**src/rtl/present_round_sequencer.sv**
```systemverilog
// Iterative toy-PRESENT engine (16-bit block, 20-bit key): one key_scheduler plus a
// single cipher_round reused over seven cycles, with a final whitening XOR.

package present_toy_pkg;
  function automatic logic [3:0] sbox4(input logic [3:0] x);
    logic [3:0] y;
    case (x)
      4'h0: y = 4'hC;
      4'h1: y = 4'h5;
      4'h2: y = 4'h6;
      4'h3: y = 4'hB;
      4'h4: y = 4'h9;
      4'h5: y = 4'h0;
      4'h6: y = 4'hA;
      4'h7: y = 4'hD;
      4'h8: y = 4'h3;
      4'h9: y = 4'hE;
      4'hA: y = 4'hF;
      4'hB: y = 4'h8;
      4'hC: y = 4'h4;
      4'hD: y = 4'h7;
      4'hE: y = 4'h1;
      4'hF: y = 4'h2;
      default: y = 4'h0;
    endcase
    return y;
  endfunction
endpackage

module key_scheduler (
  input  logic [19:0]      key_i,
  output logic [7:0][19:0] rk_o
);
  import present_toy_pkg::*;

  // k(i+1) = rotl13(k(i)), S-box on the top nibble, round index mixed into the low bits.
  always_comb begin
    logic [19:0] k;
    k       = key_i;
    rk_o    = '0;
    rk_o[0] = k;
    for (int i = 1; i < 8; i++) begin
      k        = {k[6:0], k[19:7]};
      k[19:16] = sbox4(k[19:16]);
      k[2:0]   = k[2:0] ^ 3'(i);
      rk_o[i]  = k;
    end
  end
endmodule

module cipher_round (
  input  logic [15:0] data_i,
  input  logic [19:0] rk_i,
  output logic [15:0] data_o
);
  import present_toy_pkg::*;

  // Key add (upper 16 bits, low nibble folded in), S-layer, then bit i -> 4*i mod 15.
  always_comb begin
    logic [15:0] x;
    logic [15:0] s;
    x = data_i ^ rk_i[19:4] ^ {12'h000, rk_i[3:0]};
    s = '0;
    for (int n = 0; n < 4; n++) begin
      s[4*n +: 4] = sbox4(x[4*n +: 4]);
    end
    data_o = '0;
    for (int i = 0; i < 15; i++) begin
      data_o[4'((4 * i) % 15)] = s[4'(i)];
    end
    data_o[15] = s[15];
  end
endmodule

module present_round_sequencer #(
  parameter int unsigned NUM_ROUNDS = 7
) (
  input  logic        clk,
  input  logic        rst,
  input  logic        in_valid,
  output logic        in_ready,
  input  logic        in_mode,
  input  logic [15:0] in_text,
  input  logic [19:0] in_key,
  output logic        out_valid,
  input  logic        out_ready,
  output logic [15:0] out_text,
  output logic        busy
);
  if (NUM_ROUNDS != 7) begin : g_num_rounds_check
    $error("present_round_sequencer: NUM_ROUNDS must be 7 (key schedule provides k0..k7)");
  end

  typedef enum logic [1:0] {S_IDLE = 2'd0, S_ROUND = 2'd1, S_DONE = 2'd2} state_t;

  localparam logic [2:0] LAST_CNT = 3'(NUM_ROUNDS - 1);

  state_t           state_q;
  logic [2:0]       cnt_q;
  logic [15:0]      data_q;
  logic [15:0]      out_text_q;
  logic             out_valid_q;
  logic             in_ready_q;
  logic             busy_q;
  logic             mode_q;
  logic [19:0]      key_q;
  logic [7:0][19:0] rk_s;
  logic [2:0]       ksel_idx_s;
  logic [15:0]      wkey_s;
  logic [15:0]      round_out_s;

  key_scheduler u_keys (
    .key_i (key_q),
    .rk_o  (rk_s)
  );

  // Decrypt walks the schedule backwards and whitens with k0 instead of k7.
  assign ksel_idx_s = mode_q ? (3'd7 - cnt_q) : cnt_q;
  assign wkey_s     = mode_q ? rk_s[0][15:0] : rk_s[7][15:0];

  cipher_round u_round (
    .data_i (data_q),
    .rk_i   (rk_s[ksel_idx_s]),
    .data_o (round_out_s)
  );

  // Sequencer FSM with all handshake and status outputs registered.
  always_ff @(posedge clk) begin
    if (rst) begin
      state_q     <= S_IDLE;
      cnt_q       <= 3'd0;
      data_q      <= 16'h0000;
      out_text_q  <= 16'h0000;
      out_valid_q <= 1'b0;
      in_ready_q  <= 1'b1;
      busy_q      <= 1'b0;
      mode_q      <= 1'b0;
      key_q       <= 20'h00000;
    end else begin
      case (state_q)
        S_IDLE: begin
          if (in_valid && in_ready_q) begin
            mode_q     <= in_mode;
            data_q     <= in_text;
            key_q      <= in_key;
            cnt_q      <= 3'd0;
            in_ready_q <= 1'b0;
            busy_q     <= 1'b1;
            state_q    <= S_ROUND;
          end
        end
        S_ROUND: begin
          data_q <= round_out_s;
          if (cnt_q == LAST_CNT) begin
            out_text_q  <= round_out_s ^ wkey_s;
            out_valid_q <= 1'b1;
            state_q     <= S_DONE;
          end else begin
            cnt_q <= cnt_q + 3'd1;
          end
        end
        S_DONE: begin
          if (out_ready) begin
            out_valid_q <= 1'b0;
            in_ready_q  <= 1'b1;
            busy_q      <= 1'b0;
            state_q     <= S_IDLE;
          end
        end
        default: begin
          state_q     <= S_IDLE;
          out_valid_q <= 1'b0;
          in_ready_q  <= 1'b1;
          busy_q      <= 1'b0;
        end
      endcase
    end
  end

  assign in_ready  = in_ready_q;
  assign out_valid = out_valid_q;
  assign out_text  = out_text_q;
  assign busy      = busy_q;
endmodule

```
**config.mk**
```make
export PLATFORM = sky130hd
export DESIGN_NAME = present_round_sequencer
export DESIGN_NICKNAME = d
export VERILOG_FILES = /design/src/rtl/present_round_sequencer.sv
export SDC_FILE = /design/constraint.sdc
export NUM_CORES = 1
export LEC_CHECK = 0
export CAP_MARGIN = 20
export CELL_PAD_IN_SITES_DETAIL_PLACEMENT = 0
export CELL_PAD_IN_SITES_GLOBAL_PLACEMENT = 1
export CORE_ASPECT_RATIO = 2
export CORE_MARGIN = 5
export CORE_UTILIZATION = 45
export CTS_CLUSTER_DIAMETER = 200
export DETAILED_ROUTE_END_ITERATION = 12
export PLACE_DENSITY = 0.9
export SETUP_SLACK_MARGIN = 0.2
export SKIP_CTS_REPAIR_TIMING = 1
export SLEW_MARGIN = 30
export SYNTH_ARGS = -nofsm -noshare
export SYNTH_HDL_FRONTEND = slang
export SYNTH_SLANG_ARGS = --single-unit
```
**constraint.sdc**
```tcl
create_clock -name clk -period 8.95 [get_ports clk]
set_input_delay 1.3425 -clock clk [delete_from_list [all_inputs] [get_ports clk]]
set_output_delay 1.3425 -clock clk [all_outputs]
set_load 0.01 [all_outputs]
```
* Word-level counts from Yosys, hierarchy flattened *
Memories as Yosys holds them, arrays and structs flattened. A register that Yosys moved wholly into a read port is not among the register bits.
Cells that the tools add are included.

word-level totals
  output and inout bits = 19
  memory bits (read-only) = 640
  memories = 10
  input bits = 41
  RAM bits = 0
  latch bits = 0
  logic and storage cells = 78
  register bits after elaboration = 61

operators by class
  add/subtract/negate cells = 2
  bitwise logic cells = 12
  multipliers = 0
  reductions and logical operators = 10
  muxes and demuxes = 27
  eq/ne operators = 7
  shift-type cells = 0
  divide/modulo/power cells = 0
  magnitude comparators = 1

memories
  name             words  bits a word  rd ports  clocked after Yosys merged registers in  wr ports  line  source
  (no name shown)  16     4            1         1                                        0         7     case (x)
  (no name shown)  16     4            1         1                                        0         7
  (no name shown)  16     4            1         1                                        0         7
  (no name shown)  16     4            1         0                                        0         7
  (no name shown)  16     4            1         0                                        0         7
  (no name shown)  16     4            1         0                                        0         7
  +4 memories      -      -            -         -                                        -         -

operator list
  cell                                                                          count
  20-bit binary-select mux with 3-bit select                                    1
  16-bit 2-to-1 mux                                                             2
  16-bit one-hot mux with 2 select lines                                        1
  16-bit bitwise XOR                                                            2
  4-bit 2-to-1 mux                                                              6
  20-bit 2-to-1 mux                                                             1
  16-bit by 4-bit bitwise XOR with 16-bit output                                1
  3-bit AND reduction                                                           4
  3-bit 2-to-1 mux                                                              3
  1-bit one-hot mux with 3 select lines                                         3
  2-bit inequality test, second input constant                                  4
  2-bit 2-to-1 mux                                                              3
  2-bit NOT                                                                     3
  2-bit one-hot mux with 3 select lines                                         1
  3-bit one-hot mux with 2 select lines                                         1
  2-bit AND reduction                                                           3
  1-bit 2-to-1 mux                                                              5
  1-bit NOT                                                                     5
  3-bit by 4-bit less-than comparator with 1-bit output, second input constant  1
  3-bit by 1-bit adder with 3-bit output, second input constant                 1
  3-bit == test, second input constant                                          1
  3-bit NOT                                                                     1
  3-bit subtractor, first input constant                                        1
  2-bit by 1-bit == test with 1-bit output, second input constant               1
  4 further kinds                                                               4

* Logic depth before layout (Yosys ltp) *
An unclocked memory read counts as a cell.

  word-level depth = 9
  mapped depth = 19
  depth with buffers taken out = 19

* Cells and area by module *
A second synthesis with hierarchy kept.

unflattened totals
  cell total of the unflattened synthesis = 987
  area, all modules = 8,106.5 um^2

by module, submodules not included
  module                   instances  cells an instance  seq. area each (um^2)  area an instance (um^2)
  present_round_sequencer  1          643                1,221.2                5,326.4
  key_scheduler            1          294                0.0                    2,304.7
  cipher_round             1          50                 0.0                    475.5

* Worst setup path after synthesis *
Ideal clock, no wire load.

  path kind = register -> register
  start = reg u_keys.rk_o[37] (netlist name)
  end = reg out_text_q[15], in the netlist out_text[15]
  setup time = 0.086 ns
  clock period less this slack = 4.116 ns
  required time = 8.864 ns
  slack = 4.834 ns
  path buffers = 0
  arrival = 4.031 ns
  cell stages (with the launch flop) = 17
  cells stage by stage = dfxtp_1 > inv_1 > ha_1 > mux4_2 > ha_1 > mux4_2 > mux4_2 > mux2i_1 > xor2_1 > ha_1 > nor2_1 > a21oi_1 > o32a_1 > o311ai_0 > mux2i_1 > xnor2_1 > a211oi_1

between the ends
  word-level cells in the longest chain between the ends = 8
  elaborated cells between the ends (all ways) = 10
  classes of those cells = mux: 3; bitwise: 4; memory: 3

RTL lines
  what                                            line  source
  memory read 16 x 4 bit (2 in a row)             -
  20-bit binary-select mux with 3-bit select      123   .rk_i (rk_s[ksel_idx_s]),
  20-bit 2-to-1 mux (not written as such)         123
  16-bit bitwise XOR                              62    x = data_i ^ rk_i[19:4] ^ {12'h000, rk_i[3:0]};
  16-bit by 4-bit bitwise XOR with 16-bit output  62
  memory read 16 x 4 bit                          -
  16-bit bitwise XOR (*)                          155   out_text_q <= round_out_s ^ wkey_s;
  to (signal assigned)                            155
  to (decl)                                       101   logic [15:0] out_text_q;

Mark *: on every way between the ends. The rest lies on a longest branch, timed or not. The select of a mux whose other input is x is not followed.
A chain may end at the register's enable or synchronous reset.

* Worst setup path in the final report *
  start = reg u_keys.rk_o[38] (netlist name)
  end = reg out_text_q[15], in the netlist out_text[15]

between the ends
  word-level cells in the longest chain between the ends = 8
  elaborated cells between the ends (all ways) = 10
  classes of those cells = mux: 3; bitwise: 4; memory: 3

RTL lines
  what                                            line
  memory read 16 x 4 bit (2 in a row)             -
  20-bit binary-select mux with 3-bit select      123
  20-bit 2-to-1 mux (not written as such)         123
  16-bit bitwise XOR                              62
  16-bit by 4-bit bitwise XOR with 16-bit output  62
  memory read 16 x 4 bit                          -
  16-bit bitwise XOR (*)                          155

Marks and branches as above.

==> flow_summary_export.csv <==
group,metric,value,unit
die,row_count,57,
synth,yosysMostFrequentCell,"nand2_1",
global_routing,grt_util_all_layers,20.9,%
placed_design,dp_hpwl,12000,µm
critical_path,slowest_delay,0.56,ns
cts,cts_tree,"built",
pwr,p_clk_share,29.2,%
synth,synthTopCellsByArea,"dfxtp_1 24%, mux4_2 14%, ha_1 10%, nand2_1 6.2%, a21oi_1 5.7%",
cells_and_area,area_delta_synth_final,15.8,%
synth,synth_area_leader_cell,"dfxtp_1",
critical_path,r2r-end,"out_text[15]$_SDFFE_PP0P_",
sta,finalCritPeriodShare,52.3,%
synth,avgSynthCellArea,8.63,µm²
critical_path,worstPathRequired,9.20,ns
die,die_area,14600,µm²
sta,rsz0062_at_grt,"false",
sta,skew,0.0135,ns
sta,slew_headroom,48.1,%
die,core-area,12100,µm²
route,drt_wl_total,15100,µm
pwr,p_leak,2.46,nW
route,antenna_left,0,
die,die_h,166,µm
cells_and_area,antennaDiodeCount,0,
synth,ys_ff_latch,65,
cts,cts.path.max_buffers,2,
synth,synth_common_cells,"91 x nand2_1, 65 x dfxtp_1, 62 x a21oi_1",
route,vias,4679,
route,drc,0,
pwr,p_switching,0.000447,W
run_status,status,"finished clean",
critical_path,reg2reg_from,"u_keys.rk_o[38]$_DFF_P_",
critical_path,arrival,4.93,ns
global_routing,grt_pass1_wl,23600,µm
die,die_x,88.1,µm
cts,path_clk_slew,0.06,ns
critical_path,path_cells,"inv_1 -> ha_1 -> mux4_2 -> ha_1 -> mux4_2 -> mux4_2 -> mux2i_1 -> xor2_1 -> ha_1 -> nor2_1 -> a21oi_1 -> o32a_1 -> o311ai_0 -> mux2i_1 -> xnor2_1 -> a211oi_1",
sta,setup_viol,0,
global_routing,grt_max_degree,57,
worst_hold_path,hold_end,"out_text[8]$_SDFFE_PP0P_",
worst_hold_path,hold_path_depth,2,
synth,synthesis.area,5490,µm²
cts,cts_sinks,65,
sta,max_freq,213,MHz
sta,fin_ws,4.27,ns
route,wl_per_cell,18.5,µm
cells_and_area,drive_above_1_share,13.3,%
critical_path,r2r_slack,4.27,ns
cells_and_area,nNetsFinal,749,
sta,worst_pin_slew,0.778,ns
sta,drv_slew,0,
pwr,power_frac_seq,30.2,%
worst_hold_path,hp-start,"out_text[8]$_SDFFE_PP0P_",
placed_design,gp_congestion,0.923,
job,max_cap_violations,0,
placed_design,pre_cts_slack,4.27,ns
route,drt-initial-drc-count,368,
critical_path,path_max_fanout,8,
synth,synth_warnings,0,
critical_path,crit_type,"reg2reg",
placed_design,portBuffers,51,
worst_hold_path,hp-class,"reg2reg",
cts,clkLatencyLatePin,0.33,ns
pwr,sw_frac_of_total,37.3,%
pwr,power_density,189,nW/µm²
global_routing,antenna_found_initial,0,
route,vias_per_cell,5.73,
synth,seq_area_frac_synth,23.7,%
pwr,ir_drop,0.215,mV
critical_path,crit_slowest_cell,"mux4_2",
global_routing,grt_pass1_vias,4586,
synth,synth_cell_types,66,
cts,cts_inserted_buffers,9,
route,drt_pass1_iterations,4,
synth,syn_inst,636,
sta,min_period,4.68,ns
synth,synth_top_area_share,23.7,%
die,io_pins,60,
die,start_util,45.6,%
cts,ctsRootBufferMaster,"clkbuf_16",
sta,finalHoldViolations,0,
global_routing,grt.overflow.total,0,
synth,synthFlopType,"dfxtp_1",
pwr,combPwrFrac,40.6,%
pwr,cell_internal_pwr,0.000753,W
sta,tns,0,ns
cts,clock_tree.htree_level_count,3,
critical_path,reg2reg_depth,16,
synth,async_reset_ff_share,0,%
critical_path,cp-start-kind,"flop",
critical_path,critPathCaptureType,"flop",
synth,synth_edf_count,0,
==> power groups by stage <==
stage               clock (W)  combinational [W]  sequential [W]
detailed placement          0           0.000486        0.000368
global route         0.000367           0.000532        0.000366
global placement            0           0.000469        0.000367
floorplan                   0           0.000382        0.000338
finish               0.000351           0.000487        0.000362
CTS                  0.000354           0.000487        0.000361
==> layout make-up <==
type	count	area (µm²)
fillers	1076	5690
inverters	39	146
multi-input cells	490	3860
flip-flops and latches	65	1300
clock inverters	7	77.6
clock buffers	9	225
well taps	147	184
repair buffers	59	568
==> worst max path at each step <==
stage / startpoint / to / slack [ns] / depth (start not counted)
2_1_floorplan: u_keys.rk_o[37]$_DFF_P_ / out_text[15]$_SDFFE_PP0P_ / 4.83 / 16
3_3_place_gp: u_keys.rk_o[37]$_DFF_P_ / out_text[15]$_SDFFE_PP0P_ / 4.37 / 16
3_5_place_dp: u_keys.rk_o[38]$_DFF_P_ / out_text[15]$_SDFFE_PP0P_ / 4.27 / 16
4_1_cts: u_keys.rk_o[38]$_DFF_P_ / out_text[15]$_SDFFE_PP0P_ / 4.25 / 16
5_1_grt: u_keys.rk_o[38]$_DFF_P_ / out_text[15]$_SDFFE_PP0P_ / 4.04 / 16
6_report: u_keys.rk_o[38]$_DFF_P_ / out_text[15]$_SDFFE_PP0P_ / 4.27 / 16
==> cells in the final DEF (no fill, tap or decap), types with 6 or more instances in the layout <==
master and instances:
clkdlybuf4s50_1 50, nand2_1 91, mux2i_1 19, clkbuf_16 9
dfxtp_1 65, ha_1 44, nand3_1 14, a21o_1 6
nor3_1 17, mux4_2 35, xor2_1 7, inv_1 38
nor2_1 48, nor2b_1 8, xnor2_1 16, buf_4 9
a21oi_1 62, a211oi_1 14, o21ai_0 23
==> kinds of logic after synthesis <==
| logic type | synth area share (%) |
|---|---|
| simple gates | 16.7 |
| compound gates | 17.1 |
| buf+inv | 6.81 |
| flops | 23.7 |
| mux | 20.1 |
| fa+ha+maj | 10.0 |
| xor+xnor | 5.38 |
| other cells | 0.0683 |
==> critical path: cells and delay by family (launching register included) <==
family | cells | cell delay, ns
multiplexers | 5 | 1.93
adder cells (fa/ha/maj) | 3 | 0.86
AO/OA/AOI/OAI | 4 | 0.67
flip-flops | 1 | 0.48
XOR/XNOR | 2 | 0.44
buffers and inverters | 1 | 0.13
AND/OR/NAND/NOR | 1 | 0.10
==> registers in the layout (all words and copies together), names as in the netlist, 2 cells and up <==
register,count
out_text,12
cnt_q,3
u_keys.rk_o,12
data_q,12
key_q,20
state_q,2
==> through the flow <==
| stage | instance area [µm²] | util, % | power (W) | std cells | hold WS (ns) |
|---|---|---|---|---|---|
| after floorplan | 5500 | - | 0.000720 | 639 | 0.460 |
| after global placement | 6040 | 50.1 | 0.000835 | 800 | 0.445 |
| after detailed placement | 6040 | 50.1 | 0.000853 | 800 | 0.447 |
| after CTS | 6340 | 52.6 | 0.00120 | 816 | 0.456 |
| after global routing | 6360 | 52.8 | 0.00127 | 816 | 0.479 |
| final | 6360 | 52.8 | 0.00120 | 816 | 0.457 |
==> routing by layer <==
| metal | GRT usage (%) | vias up | part of all wire (%) |
|---|---|---|---|
| met5 | 0 | - | 0 |
| met4 | 11.3 | 0 | 5.5 |
| met3 | 2.63 | 33 | 3.7 |
| met2 | 39.4 | 115 | 57 |
| met1 | 21.2 | 2237 | 34 |
| li1 | - | 2294 | - |
(Power assumes the default switching activity.)
